## src/rtl/mux4_rr_sched_pkg.sv

```systemverilog
// -----------------------------------------------------------------------------
// mux_sched_pkg
// Shared definitions for the round-robin 4:1 mux scheduler:
//   NUM_REQ      number of requesters sharing the mux datapath
//   IDLE/GRANT   scheduler state encoding
//   rr_pick()    cyclic priority search returning {found, idx[1:0]}
// -----------------------------------------------------------------------------
package mux_sched_pkg;

    localparam int NUM_REQ = 4;

    localparam logic [0:0] IDLE  = 1'b0;
    localparam logic [0:0] GRANT = 1'b1;

    // Cyclic search starting at ptr: ptr, ptr+1, ... ptr+3 (mod 4). Lines set in
    // excl_mask are skipped. The loop walks the offsets from farthest to nearest
    // so the nearest eligible line overwrites any earlier hit and wins.
    function automatic logic [2:0] rr_pick(input logic [3:0] req,
                                           input logic [1:0] ptr,
                                           input logic [3:0] excl_mask);
        logic [2:0] res;
        logic [1:0] idx;
        logic [3:0] elig;
        res  = '0;
        elig = req & ~excl_mask;
        for (int i = NUM_REQ - 1; i >= 0; i--) begin
            idx = ptr + 2'(i);
            if (elig[idx]) begin
                res = {1'b1, idx};
            end
        end
        return res;
    endfunction

endpackage

```

## src/rtl/mux4_rr_sched_if.sv

```systemverilog
// -----------------------------------------------------------------------------
// mux4_rr_sched_if
// Bundles the requester side of the scheduler: level requests, the four data
// inputs, and the grant / select / muxed-output results.
//   req        4      request per requester
//   I0..I3     WIDTH  requester data
//   gnt        4      one-hot grant (registered)
//   S1, S0     1      registered mux select
//   out        WIDTH  selected data
//   out_valid  1      a grant is active
// Modports: master = requester side, slave = scheduler side.
// -----------------------------------------------------------------------------
interface mux4_rr_sched_if #(
    parameter int WIDTH = 1
);

    logic [3:0]       req;
    logic [WIDTH-1:0] I0;
    logic [WIDTH-1:0] I1;
    logic [WIDTH-1:0] I2;
    logic [WIDTH-1:0] I3;
    logic [3:0]       gnt;
    logic             S1;
    logic             S0;
    logic [WIDTH-1:0] out;
    logic             out_valid;

    modport master (
        output req, I0, I1, I2, I3,
        input  gnt, S1, S0, out, out_valid
    );

    modport slave (
        input  req, I0, I1, I2, I3,
        output gnt, S1, S0, out, out_valid
    );

endinterface

```

## src/rtl/mux4_rr_sched_datapath.sv

```systemverilog
// -----------------------------------------------------------------------------
// mux4_1
// Structural single-bit 4:1 mux cell.
//   s1, s0      select (s1 is the MSB)
//   i0..i3      data inputs
//   y           selected input
// -----------------------------------------------------------------------------
module mux4_1 (
    input  logic s1,
    input  logic s0,
    input  logic i0,
    input  logic i1,
    input  logic i2,
    input  logic i3,
    output logic y
);

    logic ns1;
    logic ns0;

    assign ns1 = ~s1;
    assign ns0 = ~s0;

    // Sum of products, one minterm per select code.
    assign y = (i0 & ns1 & ns0) |
               (i1 & ns1 &  s0) |
               (i2 &  s1 & ns0) |
               (i3 &  s1 &  s0);

endmodule

// -----------------------------------------------------------------------------
// mux4_rr_sched_datapath
// WIDTH bit-slices of mux4_1 sharing one select pair.
//   s1, s0      select from the scheduler
//   i0..i3      WIDTH-bit data inputs
//   y           WIDTH-bit selected data
// -----------------------------------------------------------------------------
module mux4_rr_sched_datapath #(
    parameter int WIDTH = 1
) (
    input  logic             s1,
    input  logic             s0,
    input  logic [WIDTH-1:0] i0,
    input  logic [WIDTH-1:0] i1,
    input  logic [WIDTH-1:0] i2,
    input  logic [WIDTH-1:0] i3,
    output logic [WIDTH-1:0] y
);

    for (genvar gi = 0; gi < WIDTH; gi++) begin : g_slice
        mux4_1 u_mux (
            .s1 (s1),
            .s0 (s0),
            .i0 (i0[gi]),
            .i1 (i1[gi]),
            .i2 (i2[gi]),
            .i3 (i3[gi]),
            .y  (y[gi])
        );
    end

endmodule

```

## src/rtl/mux4_rr_sched.sv

```systemverilog
// -----------------------------------------------------------------------------
// mux4_rr_sched
// Round-robin scheduler in front of a shared 4:1 mux datapath. Arbitrates the
// four level requests, registers a one-hot grant and the matching mux select,
// and limits each tenure to MAX_HOLD consecutive cycles.
//   clk        clock, all state updates on posedge
//   rst        synchronous active-high reset
//   bus        mux4_rr_sched_if.slave: req, I0..I3 in; gnt, S1, S0, out,
//              out_valid out
// Parameters: WIDTH data width, MAX_HOLD tenure limit (>= 1).
// -----------------------------------------------------------------------------
module mux4_rr_sched
    import mux_sched_pkg::*;
#(
    parameter int WIDTH    = 1,
    parameter int MAX_HOLD = 8
) (
    input  logic                 clk,
    input  logic                 rst,
    mux4_rr_sched_if.slave       bus
);

    localparam int                HOLD_W     = $clog2(MAX_HOLD + 1);
    localparam logic [HOLD_W-1:0] HOLD_LIMIT = HOLD_W'(MAX_HOLD);
    localparam logic [HOLD_W-1:0] HOLD_ONE   = HOLD_W'(1);

    logic [0:0]        state_q, state_d;
    logic [1:0]        ptr_q,   ptr_d;
    logic [HOLD_W-1:0] hold_q,  hold_d;
    logic [3:0]        gnt_q,   gnt_d;
    logic [1:0]        sel_q,   sel_d;

    logic [2:0]        pick;
    logic [3:0]        own_mask;
    logic [1:0]        next_ptr;
    logic [WIDTH-1:0]  mux_y;

    // The granted index is the registered select; the search after a tenure
    // starts just past it and skips it, so a second requester always gets in
    // ahead of the line that just finished.
    assign own_mask = 4'b0001 << sel_q;
    assign next_ptr = sel_q + 2'd1;

    // Next-state logic. In GRANT the tenure ends either by release of the
    // granted line or by hitting the hold limit; both move the pointer past
    // the current owner. A forced rotate with nobody else waiting re-grants
    // the same line with a fresh count, which is why the request of the
    // current owner is re-examined when the excluded search comes back empty.
    always_comb begin
        state_d = state_q;
        ptr_d   = ptr_q;
        hold_d  = hold_q;
        gnt_d   = gnt_q;
        sel_d   = sel_q;
        pick    = '0;

        if (state_q == IDLE) begin
            pick = rr_pick(bus.req, ptr_q, 4'b0000);
            if (pick[2]) begin
                state_d = GRANT;
                sel_d   = pick[1:0];
                gnt_d   = 4'b0001 << pick[1:0];
                hold_d  = HOLD_ONE;
            end
        end else begin
            if (bus.req[sel_q] && (hold_q < HOLD_LIMIT)) begin
                hold_d = hold_q + HOLD_ONE;
            end else begin
                ptr_d = next_ptr;
                pick  = rr_pick(bus.req, next_ptr, own_mask);
                if (pick[2]) begin
                    sel_d  = pick[1:0];
                    gnt_d  = 4'b0001 << pick[1:0];
                    hold_d = HOLD_ONE;
                end else if (bus.req[sel_q]) begin
                    hold_d = HOLD_ONE;
                end else begin
                    state_d = IDLE;
                    gnt_d   = 4'b0000;
                    hold_d  = '0;
                end
            end
        end
    end

    // State registers. Reset wins over everything, including an active
    // tenure, and puts the select back on input 0.
    always_ff @(posedge clk) begin
        if (rst) begin
            state_q <= IDLE;
            ptr_q   <= 2'd0;
            hold_q  <= '0;
            gnt_q   <= 4'b0000;
            sel_q   <= 2'd0;
        end else begin
            state_q <= state_d;
            ptr_q   <= ptr_d;
            hold_q  <= hold_d;
            gnt_q   <= gnt_d;
            sel_q   <= sel_d;
        end
    end

    mux4_rr_sched_datapath #(
        .WIDTH (WIDTH)
    ) u_datapath (
        .s1 (sel_q[1]),
        .s0 (sel_q[0]),
        .i0 (bus.I0),
        .i1 (bus.I1),
        .i2 (bus.I2),
        .i3 (bus.I3),
        .y  (mux_y)
    );

    assign bus.gnt       = gnt_q;
    assign bus.S1        = sel_q[1];
    assign bus.S0        = sel_q[0];
    assign bus.out       = mux_y;
    assign bus.out_valid = |gnt_q;

endmodule

```

## src/flat_wrapper.sv

```systemverilog
// flat-port wrapper written by rule: the top's interface ports become plain ports
module mux4_rr_sched_flat import mux_sched_pkg::*;
#(
    parameter int WIDTH    = 1,
    parameter int MAX_HOLD = 8
)
  (clk, rst, bus_req, bus_I0, bus_I1, bus_I2, bus_I3, bus_gnt, bus_S1, bus_S0, bus_out, bus_out_valid);
  mux4_rr_sched_if #(.WIDTH(WIDTH)) bus_i ();
  input  logic clk;
  input  logic rst;
  input wire logic [$bits(bus_i.req)-1:0] bus_req;
  input wire logic [$bits(bus_i.I0)-1:0] bus_I0;
  input wire logic [$bits(bus_i.I1)-1:0] bus_I1;
  input wire logic [$bits(bus_i.I2)-1:0] bus_I2;
  input wire logic [$bits(bus_i.I3)-1:0] bus_I3;
  output wire logic [$bits(bus_i.gnt)-1:0] bus_gnt;
  output wire logic [$bits(bus_i.S1)-1:0] bus_S1;
  output wire logic [$bits(bus_i.S0)-1:0] bus_S0;
  output wire logic [$bits(bus_i.out)-1:0] bus_out;
  output wire logic [$bits(bus_i.out_valid)-1:0] bus_out_valid;
  assign bus_i.req = bus_req;
  assign bus_i.I0 = bus_I0;
  assign bus_i.I1 = bus_I1;
  assign bus_i.I2 = bus_I2;
  assign bus_i.I3 = bus_I3;
  assign bus_gnt = bus_i.gnt;
  assign bus_S1 = bus_i.S1;
  assign bus_S0 = bus_i.S0;
  assign bus_out = bus_i.out;
  assign bus_out_valid = bus_i.out_valid;
  mux4_rr_sched #(.WIDTH(WIDTH), .MAX_HOLD(MAX_HOLD)) u_core (.clk(clk), .rst(rst), .bus(bus_i));
endmodule
```

## config.mk

```make
export PLATFORM = sky130hd
export DESIGN_NAME = mux4_rr_sched_flat
export DESIGN_NICKNAME = d
export VERILOG_FILES = /design/src/rtl/mux4_rr_sched_pkg.sv /design/src/rtl/mux4_rr_sched_if.sv /design/src/rtl/mux4_rr_sched_datapath.sv /design/src/rtl/mux4_rr_sched.sv /design/src/flat_wrapper.sv
export SDC_FILE = /design/constraint.sdc
export NUM_CORES = 1
export LEC_CHECK = 0
export CAP_MARGIN = 15
export CORE_ASPECT_RATIO = 1.5
export CORE_MARGIN = 1
export CORE_UTILIZATION = 35
export DETAILED_ROUTE_END_ITERATION = 8
export PLACE_DENSITY = 0.59
export SYNTH_ARGS = -nofsm -noshare
export SYNTH_HDL_FRONTEND = slang
export SYNTH_SLANG_ARGS = --single-unit
```

## constraint.sdc

```tcl
create_clock -name clk -period 2.8 [get_ports clk]
set_clock_uncertainty 0.2 [all_clocks]
set_input_delay 0.56 -clock clk [delete_from_list [all_inputs] [get_ports clk]]
set_output_delay 0.56 -clock clk [all_outputs]
set_load 0.05 [all_outputs]
```

==> results of run 1 <==
## through the flow
step / util (%) / setup slack [ns]
global placement: 46.5 / 0.0848
floorplan: - / 0.203
global route: 47.5 / 0.140
detailed placement: 46.5 / 0.0767
finish: 47.5 / 0.219
CTS: 47.5 / 0.195
## report_power, final
group / internal (mW) / switching [mW]
Clock: 0.0552 / 0.0642
Sequential: 0.207 / 0.0225
Combinational: 0.142 / 0.208
## critical path: stages (launching register included)
cell	delay, ns
dfxtp_1	0.32
or4_1	0.51
clkdlybuf4s50_1	0.71
## final timing paths
path / start / end / cells past startpoint
min reg2reg: u_core.hold_q[3]$_SDFFE_PP0P_ / u_core.hold_q[3]$_SDFFE_PP0P_ / 2
max: u_core.bus.gnt[3]$_SDFFE_PP0P_ / bus_out_valid / 2
min: u_core.hold_q[3]$_SDFFE_PP0P_ / u_core.hold_q[3]$_SDFFE_PP0P_ / 2
max reg2reg: u_core.sel_q[1]$_SDFFE_PP0P_ / u_core.sel_q[1]$_SDFFE_PP0P_ / 8
## synthesized netlist by cell type (all sizes together), types with 3 or more instances
| master | n |
|---|---|
| inv | 7 |
| nor2 | 12 |
| ha | 5 |
| a22oi | 3 |
| o211ai | 3 |
| nand2 | 4 |
| a21oi | 9 |
| nand3b | 3 |
| dfxtp | 13 |
| nor3 | 6 |
| o2111ai | 3 |
| a211oi | 7 |
| nor2b | 4 |
| nand2b | 5 |
## sequential cells by signal, indices dropped and copies added (netlist names)
signal and count:
u_core.bus.gnt 4, u_core.hold_q 4, u_core.ptr_q 2, u_core.sel_q 2
u_core.state_q 1
## layer usage
layer | routed length (µm) | track usage (%) | vias up
met4 | 52 | 10.6 | 0
met1 | 929 | 18.5 | 448
met5 | 0 | 0 | -
met2 | 1280 | 34.2 | 28
li1 | - | - | 465
met3 | 78 | 2.19 | 6
## logic make-up (layout without fill, tap and decap cells)
group | count (synthesis) | after routing | share of synthesized area, %
buffers and inverters | 11 | 32 | 5.22
AO/OA/AOI/OAI | 35 | 35 | 29.1
adder cells (fa/ha/maj) | 5 | 5 | 6.53
flip-flops | 13 | 13 | 27.2
multiplexers | 4 | 4 | 6.79
AND/OR/NAND/NOR | 43 | 43 | 25.2
## cells in the final DEF, fill, tap and decap left out, types with 2 or more instances in the layout
cell type         n
o2111ai_1         3
clkbuf_4          3
o22ai_1           2
dfxtp_1          13
clkdlybuf4s50_1  16
nor2_1           11
inv_1             6
mux4_2            2
nand2b_1          5
nor2b_1           4
a21oi_1           7
nand3b_1          3
nor4_1            2
o211ai_1          3
buf_4             5
nor3_1            6
a211oi_1          7
nand2_1           4
ha_1              5
a22oi_1           3
mux2i_1           2
## layout make-up
type / count / area, µm² / share of cell area (%)
multi-input cells: 87 / 648 / 53.8
flip-flops and latches: 13 / 260 / 21.6
inverters: 7 / 26.3 / 2.18
clock buffers: 4 / 26.3 / 2.18
well taps: 36 / 45.0 / 3.74
repair buffers: 21 / 198 / 16.4
==> summary.txt, run 1 <==
Floorplanning
  • Chip height: roughly 66 µm
  • Starting density of the core: a little under two fifths
  • Die Wd: approximately 45 µm
  • Row count: 22
  • # IOs: 18
  • Core Footprint: about 2500 µm²
  • Die area: between 2000 and 3000 µm²

Detailed routing
  • WL/cell: between 10 and 15 µm
  • Initial DRC Count: 16
  • TritonRoute pass-1 iters: 4
  • DR DRC count: 0
  • Final WL: ~2300 µm
  • Via Count: ~950
  • Final ANT Viol Nets: 0
  • Vias per cell: between 5 and 6

Global routing
  • Largest net degree at the start of global routing: 15
  • Initial antenna violation count: 0
  • First-pass GRT wire length: approximately 4000 µm
  • Total GRT Usage: 18.3%
  • Vias in the first global route: between 900 and 1000
  • GRT overflow: 0

Clock network
  • Postcts setup bufs: 0
  • Worst-path clk slew: roughly 0.080 ns
  • Clk Latency, worst-skew pair: roughly 0.27 ns
  • CTS Root Cell: clkbuf_4
  • H-tree depth: 1
  • Num CTS Buffers: 3
  • CTS Hold Bufs: 0
  • Sink Count: 13
  • CTS tree: done
  • Post-cts sizing count: 0
  • Clock buffer depth: 2

Critical path
  • Startpoint types: flop
  • Critical path class: flop to output port
  • Worst-path fanout max: 3
  • Data arrival, critical path: ~1.8 ns
  • R2R setup slack: about 0.40 ns
  • Critical Path End Type: output port
  • Critical path required time: around 2.0 ns

Synthesis
  • Synthesized flop and latch total: 13
  • Post-synthesis instance area: 958 µm²
  • Dominant synthesized flop cell: dfxtp_1
  • Post-synth EDFFs: 0
  • Largest cells by area after synthesis: dfxtp_1, ha_1, a211oi_1, mux4_2, nor2_1
  • Syn Inst Count: 111
  • Synth warn: 0
  • Post-Syn Area per Cell: 8.63 µm²
  • Async S/R FF share, synth: 0%
  • Post-synthesis sequential area ratio: a little over a quarter
  • Yosys top cell area share: between 20 and 30%
  • Synth cell types: 40
  • Largest area contributor in the netlist: dfxtp_1
  • Post-Syn Nets: ~130

Placed design
  • Gp weighted congestion: 0.810
  • Placed cells: 164
  • DP HPWL: about 1900 µm
  • PortBufs: 17
  • Placed cell areas: 1180 µm²

Layout
  • Diodes inserted: 0
  • Layout cell share with drive strength beyond 1: ~14%
  • P&R area growth vs syn: 25.6%
  • Final instance area: roughly 1200 µm²
  • # nets final: 148
  • Non-Filler Instances: between 150 and 200
  • Fillers: 266

Job
  • Total of max-cap violations: 0

Timing
  • Slew @ Worst Pin: about 0.57 ns
  • Ratio of final minimum period to clock period: 92.2%
  • RSZ-0062 raised after global routing: false
  • Max-slew violations: 0
  • Sum Neg Setup Slack: 0 ns
  • Max Clock Freq: 387 MHz
  • Crit path time final: roughly 2.6 ns
  • Final hold viol count: 0
  • Worst relative slew slack: between 60% and 70%
  • Final setup vio count: 0
  • Hold_ws: 0.297 ns

Worst hold path
  • Hold Crit Class: flop to flop

Pwr
  • Worst IR drop on VDD: between 0.0003 and 0.0004 V
  • Pwr Density: between 500 and 600 nW/µm²
  • PnR Total Power: approximately 700 µW
  • Leak: 0.425 nW

Status
  • Status: finished, final reports clean
Note: power is estimated with default switching activity, not from simulation.
==> run 2: changes to the inputs <==
--- a/config.mk
+++ b/config.mk
@@ -9,6 +9,7 @@
 export CORE_ASPECT_RATIO = 1.5
 export CORE_MARGIN = 1
 export CORE_UTILIZATION = 35
+export CTS_BUF_LIST = sky130_fd_sc_hd__clkbuf_16
 export DETAILED_ROUTE_END_ITERATION = 8
 export PLACE_DENSITY = 0.59
 export SYNTH_ARGS = -nofsm -noshare
==> run 2 against run 1 <==
Maximum frequency up 2.0%. Clock-buffer cell count down 1. Cell count unchanged. Routed wire length unchanged. Largest power group unchanged.
==> summary.txt, run 2 (same netlist as run 1, synthesis figures left out) <==
Status
  • Status: finished, final reports clean

Detailed routing
  • Final WL: 2340 µm
  • Final ANT Viol Nets: 0
  • WL/cell: 14.0 µm
  • Initial DRC Count: 25
  • Vias per cell: around 5.6
  • DR DRC count: 0
  • TritonRoute pass-1 iters: 4
  • Via Count: roughly 940

Worst hold path
  • Hold endpoint: u_core.hold_q[3]$_SDFFE_PP0P_
  • Hold_sp: u_core.hold_q[3]$_SDFFE_PP0P_
  • Hold Path Cell Cnt: 2
  • Hold Crit Class: flop to flop

Layout
  • Most frequent cells in the layout: clkdlybuf4s50_1, dfxtp_1, nor2_1
  • Commonest non-fill, non-tap cell in the layout: clkdlybuf4s50_1
  • Diodes inserted: 0
  • Final core occ: about 50%
  • Final instance area: ~1300 µm²
  • Layout cell share with drive strength beyond 1: approximately 14%
  • Non-Filler Instances: between 150 and 200
  • P&R area growth vs syn: 31.1%
  • # nets final: ~150
  • Fillers: 260

Floorplanning
  • # IOs: 18
  • Row count: 22
  • Die Wd: between 40 and 50 µm
  • Core Footprint: roughly 2500 µm²
  • Starting density of the core: 37.8%
  • Chip height: around 66 µm
  • Die area: between 2000 and 3000 µm²

Clock network
  • Clock buffer depth: 2
  • CTS Hold Bufs: 0
  • Num CTS Buffers: 3
  • Postcts setup bufs: 0
  • H-tree depth: 1
  • CTS tree: done
  • Worst-path clk slew: about 0.050 ns
  • Post-cts sizing count: 0
  • Sink Count: 13
  • Clk Latency, worst-skew pair: approximately 0.24 ns
  • CTS Root Cell: clkbuf_16

Critical path
  • R2R setup slack: about 0.4 ns
  • Critical path required time: approximately 2 ns
  • Critical path class: flop to output port
  • Startpoint types: flop
  • Data arrival, critical path: around 1.8 ns
  • Worst reg2reg path depth: 8
  • Critical Path End Type: output port
  • Critical R2R Capture: u_core.sel_q[1]$_SDFFE_PP0P_
  • Worst-path fanout max: 3
  • Reg-to-reg startpoint: u_core.sel_q[1]$_SDFFE_PP0P_

Pwr
  • Comb pwr share: 41.5%
  • Worst IR drop on VDD: roughly 0.00033 V
  • Switch share: a little over a third
  • Pwr Density: 673 nW/µm²
  • Clk network pwr share: roughly 31%
  • Psw: 307 µW
  • Cell internal pwr: 538 µW
  • Reg power frac: a little over a quarter
  • Leak: roughly 0.45 nW

Timing
  • Max Clock Freq: 395 MHz
  • Hold_ws: around 0.29 ns
  • Ratio of final minimum period to clock period: approximately nine tenths
  • Crit path time final: 2.53 ns
  • Final hold viol count: 0
  • Final setup vio count: 0
  • Sum Neg Setup Slack: 0 ns
  • Slew @ Worst Pin: between 0.5 and 0.6 ns
  • Worst relative slew slack: between 60% and 70%
  • RSZ-0062 raised after global routing: false
  • Max-slew violations: 0

Global routing
  • Initial antenna violation count: 0
  • Largest net degree at the start of global routing: 15
  • First-pass GRT wire length: ~4000 µm
  • Vias in the first global route: 929
  • Total GRT Usage: a little under a fifth
  • GRT overflow: 0

Placed design
  • Placed cells: around 160
  • Placed cell areas: 1180 µm²
  • DP HPWL: ~1900 µm
  • Gp weighted congestion: between 0.8 and 0.9
  • PortBufs: 17

Job
  • Total of max-cap violations: 0
-- run 2: power by group through the flow --
| stage | Sequential (mW) | Clock [mW] | Combinational (mW) |
|---|---|---|---|
| 5_1_grt | 0.234 | 0.283 | 0.377 |
| 3_5_place_dp | 0.234 | 0 | 0.348 |
| 6_report | 0.230 | 0.265 | 0.351 |
| 4_1_cts | 0.231 | 0.272 | 0.349 |
| 3_3_place_gp | 0.233 | 0 | 0.344 |
| 2_1_floorplan | 0.274 | 0 | 0.206 |
-- run 2: area by class of cell --
type                            count  area (µm²)  area share (%)
Multi-Input combinational cell     87         648            51.6
Sequential cell                    13         260            20.7
Timing Repair Buffer               21         198            15.7
Clock buffer                        3        75.1            5.98
Tap cell                           36        45.0            3.59
Inverter                            7        26.3            2.09
Clock inverter                      1        3.75           0.299
-- run 2: worst max path at each step --
stage / start / to / slack [ns] / cells past startpoint
floorplan: u_core.sel_q[0]$_SDFFE_PP0P_ / u_core.bus.gnt[2]$_SDFFE_PP0P_ / 0.20 / 8
global placement: bus_req[0] / u_core.sel_q[1]$_SDFFE_PP0P_ / 0.08 / 6
global route: bus_req[0] / u_core.bus.gnt[1]$_SDFFE_PP0P_ / 0.18 / 6
CTS: u_core.bus.gnt[2]$_SDFFE_PP0P_ / bus_out_valid / 0.25 / 2
detailed placement: bus_req[0] / u_core.sel_q[1]$_SDFFE_PP0P_ / 0.08 / 6
finish: u_core.bus.gnt[3]$_SDFFE_PP0P_ / bus_out_valid / 0.27 / 2
-- run 2: stage by stage --
step / setup WS (ns) / power [mW]
6_report: 0.271 / 0.845
5_1_grt: 0.183 / 0.894
4_1_cts: 0.249 / 0.852
3_5_place_dp: 0.0767 / 0.582
3_3_place_gp: 0.0848 / 0.577
2_1_floorplan: 0.203 / 0.480
-- run 2: metal layers --
metal | global-route usage (%) | vias to the layer above | wire, µm
li1 | - | 464 | -
met1 | 18.5 | 447 | 941
met2 | 34.0 | 26 | 1290
met3 | 3.01 | 4 | 75
met4 | 10.6 | 0 | 40
met5 | 0 | - | 0
-- run 2: worst max-delay path, cell delays in order (launching register included) --
cell and delay (ns):
dfxtp_1 0.31, or4_1 0.51, clkdlybuf4s50_1 0.71
